==> src/rtl/sw_debounce.sv <==
// sw_debounce: per-channel switch debouncer.
// Each raw switch bit is synchronised through two flops, then must disagree
// with its accepted level for STABLE_CYCLES consecutive clock edges before the
// new level is accepted. Accepted edges produce one-cycle rise/fall pulses.
// All outputs come straight from flops, so nothing combinational reaches the
// downstream mux tree from the bouncing inputs.
module sw_debounce #(
    parameter int WIDTH         = 18,
    parameter int STABLE_CYCLES = 500000
) (
    input  logic             CLOCK_50,
    input  logic             reset,
    input  logic [WIDTH-1:0] SW,
    output logic [WIDTH-1:0] sw_clean,
    output logic [WIDTH-1:0] sw_rise,
    output logic [WIDTH-1:0] sw_fall,
    output logic             busy
);

    // Counter just wide enough to hold STABLE_CYCLES-1; it is cleared on
    // acceptance so it never has to represent STABLE_CYCLES itself.
    localparam int CNT_W = ($clog2(STABLE_CYCLES) < 1) ? 1 : $clog2(STABLE_CYCLES);
    localparam logic [CNT_W-1:0] CNT_LAST = CNT_W'(STABLE_CYCLES - 1);
    localparam logic [CNT_W-1:0] CNT_ONE  = CNT_W'(1);

    logic [WIDTH-1:0] sync1;
    logic [WIDTH-1:0] sync2;
    logic [WIDTH-1:0] pending;
    logic [WIDTH-1:0] clean_next;
    logic [WIDTH-1:0] rise_next;
    logic [WIDTH-1:0] fall_next;

    // Two-flop synchroniser bringing the asynchronous switches into CLOCK_50.
    always_ff @(posedge CLOCK_50) begin
        if (reset) begin
            sync1 <= '0;
            sync2 <= '0;
        end else begin
            sync1 <= SW;
            sync2 <= sync1;
        end
    end

    for (genvar g = 0; g < WIDTH; g++) begin : g_chan
        logic [CNT_W-1:0] count;
        logic [CNT_W-1:0] count_next;
        logic             mismatch;
        logic             accept;

        // Count consecutive disagreeing edges; any agreement restarts the
        // count, and reaching the last count accepts the synchronised level.
        always_comb begin
            mismatch   = sync2[g] ^ sw_clean[g];
            accept     = mismatch && (count == CNT_LAST);
            count_next = '0;
            if (mismatch && !accept) begin
                count_next = count + CNT_ONE;
            end
        end

        assign clean_next[g] = accept ? sync2[g] : sw_clean[g];
        assign rise_next[g]  = accept & sync2[g];
        assign fall_next[g]  = accept & ~sync2[g];
        assign pending[g]    = mismatch & ~accept;

        // Per-channel stability counter; reset abandons any pending change.
        always_ff @(posedge CLOCK_50) begin
            if (reset) begin
                count <= '0;
            end else begin
                count <= count_next;
            end
        end
    end

    // Registered outputs: accepted levels, edge pulses and the busy flag,
    // which drops on the same edge the last pending change resolves.
    always_ff @(posedge CLOCK_50) begin
        if (reset) begin
            sw_clean <= '0;
            sw_rise  <= '0;
            sw_fall  <= '0;
            busy     <= 1'b0;
        end else begin
            sw_clean <= clean_next;
            sw_rise  <= rise_next;
            sw_fall  <= fall_next;
            busy     <= |pending;
        end
    end

endmodule

==> config.mk <==
export PLATFORM = sky130hd
export DESIGN_NAME = sw_debounce
export DESIGN_NICKNAME = d
export VERILOG_FILES = /design/src/rtl/sw_debounce.sv
export SDC_FILE = /design/constraint.sdc
export NUM_CORES = 1
export LEC_CHECK = 0
export ABC_AREA = 1
export CORE_UTILIZATION = 61
export CTS_CLUSTER_DIAMETER = 120
export DETAILED_ROUTE_END_ITERATION = 7
export PLACE_DENSITY = 0.8
export SYNTH_ARGS = -nofsm -noshare
export SYNTH_HDL_FRONTEND = slang
export SYNTH_SLANG_ARGS = --single-unit
==> constraint.sdc <==
create_clock -name CLOCK_50 -period 1.8 [get_ports CLOCK_50]
set_input_delay 0.36 -clock CLOCK_50 [delete_from_list [all_inputs] [get_ports CLOCK_50]]
set_output_delay 0.36 -clock CLOCK_50 [all_outputs]
set_load 0.02 [all_outputs]
==> impl_metrics.py <==
metrics = {
    "placement": {
        "preCtsSetupSlack_ps": -105,
        "place_congestion": 0.906,
        "hpwl_um": 26900,
        "place_area_mm2": 0.0207,
        "port-buffer-count": 74,
    },
    "floorplan": {
        "core_mm2": 0.0307,
        "rows": 64,
        "die-area_mm2": 0.0322,
        "chipWidth_um": 179,
        "start_util_pct": 62.5,
        "io_pins": 75,
        "dieHeight_um": 179,
    },
    "finish": {
        "n_antenna_cell": 0,
        "layout_commonest_cell": "nor2_1",
        "design_area_mm2": 0.0225,
        "nets": 2728,
        "area_delta_synth_final_pct": 17.0,
        "layout_common_cells": "nor2_1, dfxtp_1, nand2_1",
        "drive_gt1_share_pct": 12.2,
    },
    "grt": {
        "busiest_layer": "met2",
        "grt_util_all_layers_pct": 23.4,
        "grt_start_max_net_pins": 47,
        "grt_overflow": 0,
        "met1_usage_pct": 28.2,
        "grt_pass1_wl_um": 65800,
        "met2_usage_pct": 42.4,
        "grtUsageMet3_pct": 3.71,
        "grt_pass1_vias": 15500,
        "antenna_found_initial": 0,
    },
    "timing": {
        "max_slew_margin_pct": 69.0,
        "period_minus_slack_ps": 1730,
        "fin_worst_skew_ps": 11.6,
        "rsz0062_at_grt": "true",
        "layout_setup_ws_ps": 71.9,
        "final-setup-viol-count": 0,
        "worstMarginPinSlew_ps": 461,
        "hold_violations": 0,
        "min_period_over_period_pct": 96.0,
        "max_freq_mhz": 579,
        "fin_setup_tns_ps": 0,
        "slew_violations": 0,
    },
    "min_path": {
        "hold_end": "sync1[2]",
        "min_path_cells": 3,
        "min_from": "reset",
        "hp-class": "input pin to flip-flop",
    },
    "route": {
        "first_pass_iters": 7,
        "vias": 16200,
        "routed_via_density": 5.17,
        "drt_iter0_drc": 891,
        "ant_nets": 0,
        "drt_wl_total_um": 38400,
        "drc": 12,
        "wire_per_inst_um": 12.3,
    },
    "synthesis": {
        "seq_area_frac_synth_pct": 45.1,
        "synth-async-reset-ratio_pct": 0,
        "syn_nets": 2583,
        "ys_top_cells_by_area": "dfxtp_1, nor2_1, nand2_1",
        "ys_types": 45,
        "yosysWarnings": 0,
        "synth_seq_cells": 433,
        "syn_area_mm2": 0.0192,
        "synth_top_area_share_pct": 45.1,
        "synth_edf_count": 0,
        "syn_area_per_cell_um2": 7.55,
        "synth-main-ff-cell": "dfxtp_1",
        "synth_top_cell_by_area": "dfxtp_1",
        "syn_inst": 2545,
    },
    "clock_tree": {
        "clk_pin_slew_worst_paths_ps": 60,
        "worstSkewPairLatency_ps": 540,
        "clockBufferDepth": 3,
        "cts_sinks": 433,
        "cts_made_buffers": 46,
        "root_buffer": "clkbuf_16",
        "ctsHtreeMaxLevel": 2,
        "cts_tree": "built",
        "hold_buffers": 0,
    },
    "critical_path": {
        "rr_worst_depth": 9,
        "critPathKind": "flip-flop to flip-flop",
        "critPathMaxFanout": 4,
        "critPathRequiredTime_ps": 2230,
        "endpoint_kind": "flip-flop",
        "critPathLaunchType": "flip-flop",
        "crit_path_top_delay_cell": "dfxtp_1",
        "crit_path_max_incr_delay_ps": 360,
        "critical_path.cell_chain": "ha_1 > nand3_2 > nor2_2 > nand2_1 > nor2_1 > nand2_1 > nor2_2 > nand4_1 > and3_1",
        "critical_path_arrival_ps": 2160,
        "rr_endpoint": "g_chan[0].count[18]",
        "ff2ff_setup_slack_ps": 70,
        "r2r_start": "g_chan[0].count[0]",
    },
    "status": {
        "violations": "DRC",
        "outcome": "finished with violations",
    },
    "pwr": {
        "leakage_nw": 8.35,
        "vdd.ir_drop.worst_uv": 1120,
        "power_density_mw_per_mm2": 882,
        "totalPowerFinal_w": 0.0198,
    },
    "run": {
        "maxCapViolCount": 0,
    },
}
## report_power, final
group	switching, W	internal [W]	total (W)
Clock	0.00377	0.00605	0.00982
Combinational	0.000209	0.000122	0.000331
Sequential	0.0000298	0.00964	0.00967
## worst max path at each step
stage                              from              endpoint  slack, ps  cells after the start
detailed placement   g_chan[8].count[1]                  busy       -110                     10
finish               g_chan[0].count[0]   g_chan[0].count[18]         70                      9
global route         g_chan[2].count[0]   g_chan[2].count[18]        -50                      9
floorplan            g_chan[4].count[0]   g_chan[4].count[16]        260                     11
CTS                 g_chan[13].count[0]  g_chan[13].count[11]          7                      7
global placement     g_chan[8].count[1]                  busy        -90                     10
## cell type report
class / instances / area [µm²]
well taps: 396 / 495
repair buffers: 126 / 1110
multi-input cells: 1750 / 9320
flip-flops and latches: 433 / 8680
fillers: 2371 / 8290
clock inverters: 19 / 235
clock buffers: 66 / 1380
inverters: 333 / 1250
## sequential cells by signal, summed over array words and instances, names as in the netlist
name and cells:
sw_fall 18, g_chan.count 342, sync2 18, sw_clean 18
sw_rise 18, sync1 18, busy 1
## Yosys cell counts, types with 3 or more instances
cell type	number
a211oi_1	14
a21oi_1	94
and3_1	6
buf_2	18
buf_4	3
clkbuf_1	4
dfxtp_1	433
ha_1	18
inv_1	322
inv_2	11
nand2_1	426
nand2_2	16
nand3_1	128
nand3_2	24
nand3b_1	8
nand4_1	59
nand4_2	7
nor2_1	503
nor2_2	39
nor2_4	9
nor3_1	94
nor3_2	10
nor3_4	8
nor3b_1	26
nor3b_2	3
nor4_1	16
o21a_1	6
o21ai_0	27
o21bai_1	4
or2_0	5
or2_2	27
xnor2_1	46
xor2_1	114
## worst max-delay path, delay by kind of cell (launching register included)
family	cells	cell delay, ps
adders and majority gates	1	210
DFF	1	360
and+or+nand+nor	8	1040
## metrics by stage
stage,std cells,hold WS (ps),utilization (%)
after global placement,3029,391,67.2
after floorplan,2545,388,-
after global routing,3123,302,73.0
final,3123,301,73.0
after detailed placement,3029,393,67.2
after CTS,3114,295,72.2
## per-layer routing
layer / up-vias / wire [µm] / share of wire [%]
met5: - / 0 / 0
met4: 0 / 990 / 2.6
met3: 93 / 1700 / 4.4
met2: 311 / 18700 / 49
met1: 7391 / 17100 / 44
li1: 8362 / - / -
## logic make-up after synthesis
kind of cell | synth area share [%]
and+or+nand+nor | 34.7
AOI/OAI and AO/OA | 4.33
adders and majority gates | 1.17
buffers and inverters | 7.33
xor gates and xnor gates | 7.30
DFF | 45.1
## what timing repair did
action | in CTS | in global routing
pin swaps | 0 | 14
setup endpoints to repair | 56 | 106
resized for setup | 59 | 52
setup buffers | 0 | 9
No activity file was read; power rests on OpenSTA's default activity.
